===== src/rtl/qtz_im_seq.sv =====
// qtz_im_seq: quantized item-memory sequencer for the sparse HDC encoder.
// Define QTZ_PRUNE_EN to honour feat_keep and skip pruned features.
module qtz_im_seq #(
  parameter int N_FEATURES = 617,
  parameter int M          = 16,
  parameter int FEAT_W     = 8,
  parameter int SEG_COUNT  = 2,
  localparam int LVL_W = $clog2(M),
  localparam int FI_W  = (N_FEATURES > 1) ? $clog2(N_FEATURES) : 1,
  localparam int SEG_W = (SEG_COUNT > 1) ? $clog2(SEG_COUNT) : 1
) (
  input  logic              clk,
  input  logic              rst_n,
  input  logic              start,
  output logic              busy,
  output logic              done,
  output logic              pass_done,
  output logic              feat_rd_en,
  output logic [FI_W-1:0]   feat_addr,
  input  logic [FEAT_W-1:0] feat_data,
  input  logic              feat_keep,
  output logic [SEG_W-1:0]  mapping_hv_segment,
  output logic              item_valid,
  input  logic              item_ready,
  output logic [FI_W-1:0]   item_feat,
  output logic [LVL_W-1:0]  item_level
);

  typedef enum logic [2:0] {
    S_IDLE,
    S_FETCH,
    S_WAIT,
    S_EMIT,
    S_DONE
  } state_t;

  localparam logic [FI_W-1:0]  FI_LAST = FI_W'(N_FEATURES - 1);
  localparam logic [SEG_W-1:0] SI_LAST = SEG_W'(SEG_COUNT - 1);

  state_t           state, state_n;
  logic [FI_W-1:0]  fi, fi_n;
  logic [SEG_W-1:0] si, si_n;
  logic [FI_W-1:0]  feat_q, feat_n;
  logic [LVL_W-1:0] lvl_q, lvl_n;
  logic             advance;
  logic             pass_end;
  logic             pass_q;
  logic             done_q;
  logic             keep;
  logic             unused_in;

`ifdef QTZ_PRUNE_EN
  assign keep      = feat_keep;
  assign unused_in = ^feat_data;
`else
  assign keep      = 1'b1;
  assign unused_in = ^{feat_keep, feat_data};
`endif

  always_comb begin
    state_n  = state;
    fi_n     = fi;
    si_n     = si;
    feat_n   = feat_q;
    lvl_n    = lvl_q;
    advance  = 1'b0;
    pass_end = 1'b0;
    unique case (state)
      S_IDLE: begin
        if (start) begin
          fi_n    = '0;
          si_n    = '0;
          state_n = S_FETCH;
        end
      end
      S_FETCH: state_n = S_WAIT;
      S_WAIT: begin
        // level is the top LVL_W bits of the feature
        lvl_n  = feat_data[FEAT_W-1 -: LVL_W];
        feat_n = fi;
        if (keep) state_n = S_EMIT;
        else      advance = 1'b1;
      end
      S_EMIT: advance = item_ready;
      S_DONE: state_n = S_IDLE;
      default: state_n = S_IDLE;
    endcase
    if (advance) begin
      if (fi != FI_LAST) begin
        fi_n    = fi + 1'b1;
        state_n = S_FETCH;
      end else begin
        pass_end = 1'b1;
        fi_n     = '0;
        if (si != SI_LAST) begin
          si_n    = si + 1'b1;
          state_n = S_FETCH;
        end else begin
          state_n = S_DONE;
        end
      end
    end
  end

  always_ff @(posedge clk or negedge rst_n) begin
    if (!rst_n) begin
      state  <= S_IDLE;
      fi     <= '0;
      si     <= '0;
      feat_q <= '0;
      lvl_q  <= '0;
      pass_q <= 1'b0;
      done_q <= 1'b0;
    end else begin
      state  <= state_n;
      fi     <= fi_n;
      si     <= si_n;
      feat_q <= feat_n;
      lvl_q  <= lvl_n;
      pass_q <= pass_end;
      done_q <= (state == S_DONE);
    end
  end

  assign busy               = (state != S_IDLE);
  assign feat_rd_en         = (state == S_FETCH);
  assign feat_addr          = fi;
  assign item_valid         = (state == S_EMIT);
  assign item_feat          = feat_q;
  assign item_level         = lvl_q;
  assign mapping_hv_segment = si;
  assign pass_done          = pass_q;
  assign done               = done_q;

endmodule


===== config.mk =====
export PLATFORM = sky130hd
export DESIGN_NAME = qtz_im_seq
export DESIGN_NICKNAME = d
export VERILOG_FILES = /design/src/rtl/qtz_im_seq.sv
export SDC_FILE = /design/constraint.sdc
export NUM_CORES = 1
export LEC_CHECK = 0
export BUFFER_PORTS_ARGS = -buffer_cell sky130_fd_sc_hd__buf_4
export CORE_UTILIZATION = 49
export DETAILED_ROUTE_END_ITERATION = 8
export PLACE_DENSITY_LB_ADDON = 0.3
export SYNTH_ARGS = -nofsm -noshare
export SYNTH_HDL_FRONTEND = slang
export SYNTH_SLANG_ARGS = --single-unit

===== constraint.sdc =====
create_clock -name clk -period 2.2 [get_ports clk]
set_input_delay 0.33 -clock clk [delete_from_list [all_inputs] [get_ports clk]]
set_output_delay 0.33 -clock clk [all_outputs]
set_load 0.05 [all_outputs]

==> results.sh, run 1 <==
export IMPL_pwr_share_comb_pct=48.4
export IMPL_tightest_slew_ns=0.437
export IMPL_placed_cell_area_um2=1690
export IMPL_switching_share_pct=45.7
export IMPL_remaining_drc_errors=0
export IMPL_max_slew_margin_rel_pct=70.6
export IMPL_cpLargestDelayFamily="simple AND/OR/NAND/NOR gates"
export IMPL_crit_path_top_delay_cell="or4_1"
export IMPL_post_route_period_util_pct=88.2
export IMPL_p_seq_share_pct=36.1
export IMPL_portBuffers=37
export IMPL_antenna_found_initial=0
export IMPL_dieWidth_um=54.8
export IMPL_worstPathMaxFanout=7
export IMPL_cp_start_kind="flop"
export IMPL_grtUsageTotal_pct=22.1
export IMPL_cts_buffers=5
export IMPL_overflow=0
export IMPL_first_pass_iters=4
export IMPL_timing_rr_start="feat_addr[8]"
export IMPL_grt_max_degree=31
export IMPL_num_io_pins=43
export IMPL_cts_tree="done"
export IMPL_max_stage_delay_ns=0.57
export IMPL_finalPower_w=0.00217
export IMPL_ys_seq_elements=30
export IMPL_holdPathStages=2
export IMPL_place_hpwl_um=1950
export IMPL_clkLatencyLatePin_ns=0.32
export IMPL_switching_power_w=0.000992
export IMPL_power_leakage_nw=0.851
export IMPL_synthCells=123
export IMPL_grt_met3_usage_pct=8.89
export IMPL_core_area_um2=2540
export IMPL_rr_worst_depth=4
export IMPL_ys_warn_count=0
export IMPL_r2r_end="feat_addr[5]"
export IMPL_clk_root_buffer_cell="clkbuf_4"
export IMPL_initial_core_util_pct=53.7
export IMPL_grt_setup_unrepaired="false"
export IMPL_die_h_um=54.8
export IMPL_cp_required_ns=2.40
export IMPL_r2r_slack_ns=0.26
export IMPL_min_delay_start="item_ready"
export IMPL_seq_area_frac_synth_pct=54.9
export IMPL_detail_route_wl_per_cell_um=14.8
export IMPL_fmax_ghz=0.515
export IMPL_peakVddDrop_v=0.00105
export IMPL_p_int_w=0.00118
export IMPL_hold_end="state[1]"
export IMPL_power_density_nw_per_um2=1230
export IMPL_layout_drive_gt1_share_pct=39.5
export IMPL_post_cts_buffers=0
export IMPL_synth_nets=138
export IMPL_arrival_ns=2.14
export IMPL_crit_path_cell_trace="or4b_1 > or4_1 > nand2_2 > o211ai_1"
export IMPL_setup_viol=0
export IMPL_hold_path_class="in -> reg"
export IMPL_core_rowCount=18
export IMPL_fin_nets=181
export IMPL_viasPerCell=5.62
export IMPL_period_minus_slack_ns=1.94
export IMPL_pwr_share_clk_pct=15.5
export IMPL_vias=1107
export IMPL_cts_sink_count=30
export IMPL_clockBufferDepth=2
export IMPL_critPathCaptureType="flop"
export IMPL_outcome="finished clean"
export IMPL_clkTransAtPathRegs_ns=0.09
export IMPL_crit_buf_inv=0
export IMPL_grt_pass1_vias=1020
export IMPL_area_growth_pct=28.8
export IMPL_met2_usage_pct=37.8
export IMPL_drv_cap=0
export IMPL_ant_nets=0
export IMPL_grt_pass1_wl_um=4470
export IMPL_whs_ns=0.210
export IMPL_h_tree_depth=2
export IMPL_layout_common_cells="buf_4 (41), dfrtp_1 (30), nand2_1 (14), mux2_2 (14), nor3_1 (7)"
export IMPL_drt_total_wl_um=2910
export IMPL_gp_congestion=0.799
export IMPL_finish_instance_area_um2=1760
export IMPL_grt_util_met1_pct=24.1
export IMPL_final_setup_skew_ns=0.00292
export IMPL_busiest_layer="met2"
export IMPL_diodes=0
export IMPL_setup_tns_ns=0
export IMPL_dieArea_um2=3000
export IMPL_drt_iter0_drc=16
export IMPL_worst_setup_path_type="reg -> reg"
export IMPL_syn_area_um2=1370
export IMPL_hold_violations=0
export IMPL_drv_slew=0
export IMPL_layout_cells_most_common="buf_4"
export IMPL_cts_resized=0
export IMPL_synthDistinctLibCells=33
export IMPL_fin_util_pct=69.2
export IMPL_avgSynthCellArea_um2=11.1
[stage by stage]
stage | setup slack, ns | cells
global placement | 0.301 | 188
finish | 0.259 | 197
detailed placement | 0.284 | 188
global route | 0.133 | 197
CTS | 0.271 | 197
floorplan | 0.100 | 123
[synthesized netlist by cell type]
| cell | count | area, um2 |
|---|---|---|
| xnor2_1 | 2 | 17.5 |
| o211ai_1 | 1 | 7.51 |
| mux2i_1 | 1 | 10.0 |
| a21oi_1 | 4 | 20.0 |
| nand4_1 | 1 | 6.26 |
| nand2_1 | 14 | 52.6 |
| and2_1 | 1 | 6.26 |
| nor3b_1 | 3 | 22.5 |
| nor4_1 | 2 | 12.5 |
| nor2_1 | 1 | 3.75 |
| nand3_1 | 5 | 25.0 |
| or2_2 | 1 | 6.26 |
| dfrtp_1 | 30 | 751 |
| a211oi_1 | 1 | 7.51 |
| nand4b_1 | 1 | 8.76 |
| a32o_2 | 1 | 11.3 |
| o21bai_1 | 1 | 7.51 |
| or4_1 | 1 | 7.51 |
| a31oi_1 | 4 | 25.0 |
| nor3_1 | 7 | 35.0 |
| ha_1 | 2 | 25.0 |
| o21ai_0 | 1 | 5.00 |
| buf_2 | 3 | 15.0 |
| inv_1 | 5 | 18.8 |
| o21ai_1 | 4 | 20.0 |
| clkbuf_1 | 3 | 11.3 |
| a211o_1 | 1 | 8.76 |
| and3_1 | 2 | 12.5 |
| mux2_2 | 14 | 158 |
| and4b_1 | 1 | 10.0 |
| or4b_1 | 2 | 20.0 |
| nand2_2 | 1 | 6.26 |
| or3_1 | 2 | 12.5 |
[kinds of logic (layout without fill, tap and decap cells)]
kind of cell | Yosys count | count (layout) | share of synthesized area (%)
simple gates | 45 | 45 | 18.1
flops | 30 | 30 | 54.9
compound gates | 18 | 18 | 8.24
mux | 15 | 15 | 12.3
buf+inv | 11 | 55 | 3.30
fa+ha+maj | 2 | 2 | 1.83
xor+xnor | 2 | 2 | 1.28
[how the worst max path moves through the flow]
stage / from / endpoint / slack (ns) / depth (start not counted)
finish: feat_addr[8] / feat_addr[5] / 0.26 / 4
global route: feat_addr[8] / feat_addr[2] / 0.13 / 4
CTS: feat_addr[8] / feat_addr[2] / 0.27 / 4
detailed placement: feat_addr[8] / feat_addr[2] / 0.28 / 4
global placement: feat_addr[8] / feat_addr[1] / 0.30 / 3
floorplan: state[0] / item_valid / 0.10 / 3
[power by group through the flow]
stage | sequential (W) | clock (W) | combinational (W)
floorplan | 0.00108 | 0 | 0.000441
global placement | 0.000780 | 0 | 0.00103
detailed placement | 0.000792 | 0 | 0.00105
CTS | 0.000782 | 0.000347 | 0.00106
global route | 0.000804 | 0.000368 | 0.00111
finish | 0.000785 | 0.000336 | 0.00105
[cell type report]
type	instances	area, um2
fillers	199	785
flip-flops and latches	30	751
multi-input cells	82	576
repair buffers	42	318
clock buffers	7	55.1
well taps	30	37.5
inverters	5	18.8
clock inverters	1	5.00
[registers in the layout (all words and copies together) (netlist names)]
name                cells
done                    1
feat_addr              10
item_feat              10
item_level              4
mapping_hv_segment      1
pass_done               1
state                   3
[per-layer routing]
metal,wire length (um),vias to the layer above
met2,1460,43
li1,-,529
met1,1240,530
met5,0,-
met3,173,5
met4,36,0
[timing repair]
item / in CTS / in global routing
hold endpoints to repair: 30 / 0
setup endpoints to repair: 0 / 0
hold buffers: 1 / 0
Power figures use the tool's default switching activity.
==> run 2: changes to the inputs <==
CELL_PAD_IN_SITES_DETAIL_PLACEMENT = 2   (was default)
CELL_PAD_IN_SITES_GLOBAL_PLACEMENT = 2   (was default)
CORE_UTILIZATION = 31   (was 49)
==> run 2 against run 1 <==
Sequential share of layout area shrank 2.0 points. Cell count is 12% higher. Worst hold slack improved by 0.035 ns. Final area up 4.9%. Critical path depth rose by 1. Non-clock buffer count grew 4. Largest power group unchanged.
==> results.sh, run 2 (synthesis gave the netlist of run 1 again) <==
export IMPL_busiest_layer="met2"
export IMPL_worstPathMaxFanout=8
export IMPL_grt_max_degree=31
export IMPL_drv_slew=0
export IMPL_gp_congestion=0.742
export IMPL_grt_pass1_wl_um=6120
export IMPL_setup_tns_ns=0
export IMPL_whs_ns=0.245
export IMPL_ant_nets=0
export IMPL_num_io_pins=43
export IMPL_hold_violations=0
export IMPL_switching_share_pct=44.9
export IMPL_final_setup_skew_ns=0.00272
export IMPL_outcome="finished clean"
export IMPL_switching_power_w=0.00106
export IMPL_dieWidth_um=68.4
export IMPL_drt_total_wl_um=3900
export IMPL_fmax_ghz=0.513
export IMPL_p_int_w=0.00130
export IMPL_h_tree_depth=2
export IMPL_core_area_um2=4120
export IMPL_arrival_ns=2.16
export IMPL_portBuffers=37
export IMPL_cts_tree="done"
export IMPL_area_growth_pct=35.2
export IMPL_grtUsageTotal_pct=19.1
export IMPL_peakVddDrop_v=0.000796
export IMPL_layout_cells_most_common="buf_4"
export IMPL_period_minus_slack_ns=1.95
export IMPL_p_seq_share_pct=32.8
export IMPL_core_rowCount=23
export IMPL_grt_setup_unrepaired="false"
export IMPL_diodes=0
export IMPL_met2_usage_pct=33.8
export IMPL_tightest_slew_ns=0.577
export IMPL_grt_util_met1_pct=21.3
export IMPL_critPathCaptureType="flop"
export IMPL_hold_path_class="in -> reg"
export IMPL_overflow=0
export IMPL_clkLatencyLatePin_ns=0.29
export IMPL_die_h_um=68.4
export IMPL_max_stage_delay_ns=0.51
export IMPL_pwr_share_clk_pct=19.8
export IMPL_initial_core_util_pct=33.2
export IMPL_crit_path_cell_trace="buf_4 > or4b_1 > nor4_1 > a21oi_1 > a31oi_1"
export IMPL_cts_sink_count=30
export IMPL_drt_iter0_drc=22
export IMPL_drv_cap=0
export IMPL_crit_path_top_delay_cell="nor4_1"
export IMPL_cts_resized=0
export IMPL_remaining_drc_errors=0
export IMPL_clockBufferDepth=2
export IMPL_detail_route_wl_per_cell_um=17.6
export IMPL_post_route_period_util_pct=88.5
export IMPL_antenna_found_initial=0
export IMPL_place_hpwl_um=2750
export IMPL_clk_root_buffer_cell="clkbuf_8"
export IMPL_worst_setup_path_type="reg -> reg"
export IMPL_grt_pass1_vias=1214
export IMPL_max_slew_margin_rel_pct=61.2
export IMPL_layout_common_cells="buf_4 (45), dfrtp_1 (30), nand2_1 (14), mux2_2 (14), nor3_1 (7)"
export IMPL_dieArea_um2=4680
export IMPL_vias=1176
export IMPL_grt_met3_usage_pct=5.83
export IMPL_first_pass_iters=2
export IMPL_clkTransAtPathRegs_ns=0.06
export IMPL_layout_drive_gt1_share_pct=40.9
export IMPL_power_density_nw_per_um2=1280
export IMPL_cp_required_ns=2.41
export IMPL_post_cts_buffers=0
export IMPL_pwr_share_comb_pct=47.3
export IMPL_cp_start_kind="flop"
export IMPL_setup_viol=0
export IMPL_fin_nets=185
export IMPL_viasPerCell=5.32
export IMPL_cts_buffers=5
export IMPL_power_leakage_nw=0.885
-- run 2: changes by cell type in the layout (fill, tap and decap cells not counted), sizes merged --
cell | before | now
buf | 41 | 45
-- run 2: path summary, 6_finish.rpt --
check / from / endpoint / slack, ns / cells after the start
worst max-delay path: feat_addr[7] / mapping_hv_segment / 0.25 / 5
max in group asynchronous: rst_n / feat_addr[7] / 1.39 / 2
worst max register to register: feat_addr[7] / mapping_hv_segment / 0.25 / 5
worst min register to register: item_feat[6] / item_feat[6] / 0.52 / 1
min in group asynchronous: rst_n / feat_addr[6] / 0.51 / 2
worst min-delay path: item_ready / state[1] / 0.25 / 2
-- run 2: cell type report --
cell class / instances / area (um2)
clock buffers: 7 / 86.3
well taps: 50 / 62.6
flip-flops and latches: 30 / 751
clock inverters: 1 / 5.00
inverters: 5 / 18.8
repair buffers: 46 / 348
fillers: 457 / 2270
multi-input cells: 82 / 576
-- run 2: power groups by stage --
stage                     clock network (W)  registers [W]  logic (W)
after floorplan                           0        0.00108   0.000441
after global placement                    0       0.000773    0.00109
after detailed placement                  0       0.000785    0.00112
after CTS                          0.000487       0.000776    0.00113
after global routing               0.000503       0.000794    0.00118
final                              0.000468       0.000774    0.00112
-- run 2: per-stage QoR --
stage                     worst slack (ns)  util (%)  std cells  power (W)  area, um2
after detailed placement             0.284      42.4        212    0.00191       1750
after CTS                            0.256      44.9        221    0.00239       1850
after global routing                 0.185      44.9        221    0.00248       1850
after floorplan                      0.100         -        123    0.00152       1370
final                                0.252      44.9        221    0.00236       1850
after global placement               0.310      42.4        212    0.00187       1750
-- run 2: worst max-delay path: cells and delay by family, from the launching register on --
family,cells,cell delay (ns)
AND/OR/NAND/NOR,2,1.01
buffers and inverters,1,0.17
flip-flops,1,0.39
AO/OA/AOI/OAI,2,0.29
-- run 2: routing by layer --
layer | wire length [um] | share of wire, %
met1 | 1610 | 41
met2 | 2040 | 52
met3 | 185 | 4.7
met4 | 59 | 1.5
met5 | 0 | 0
-- run 2: what timing repair did --
| item | 4_1_cts | 5_1_grt |
|---|---|---|
| hold endpoints to repair | 30 | 0 |
| hold buffers | 1 | 0 |
| endpoints found under the setup margin | 0 | 0 |
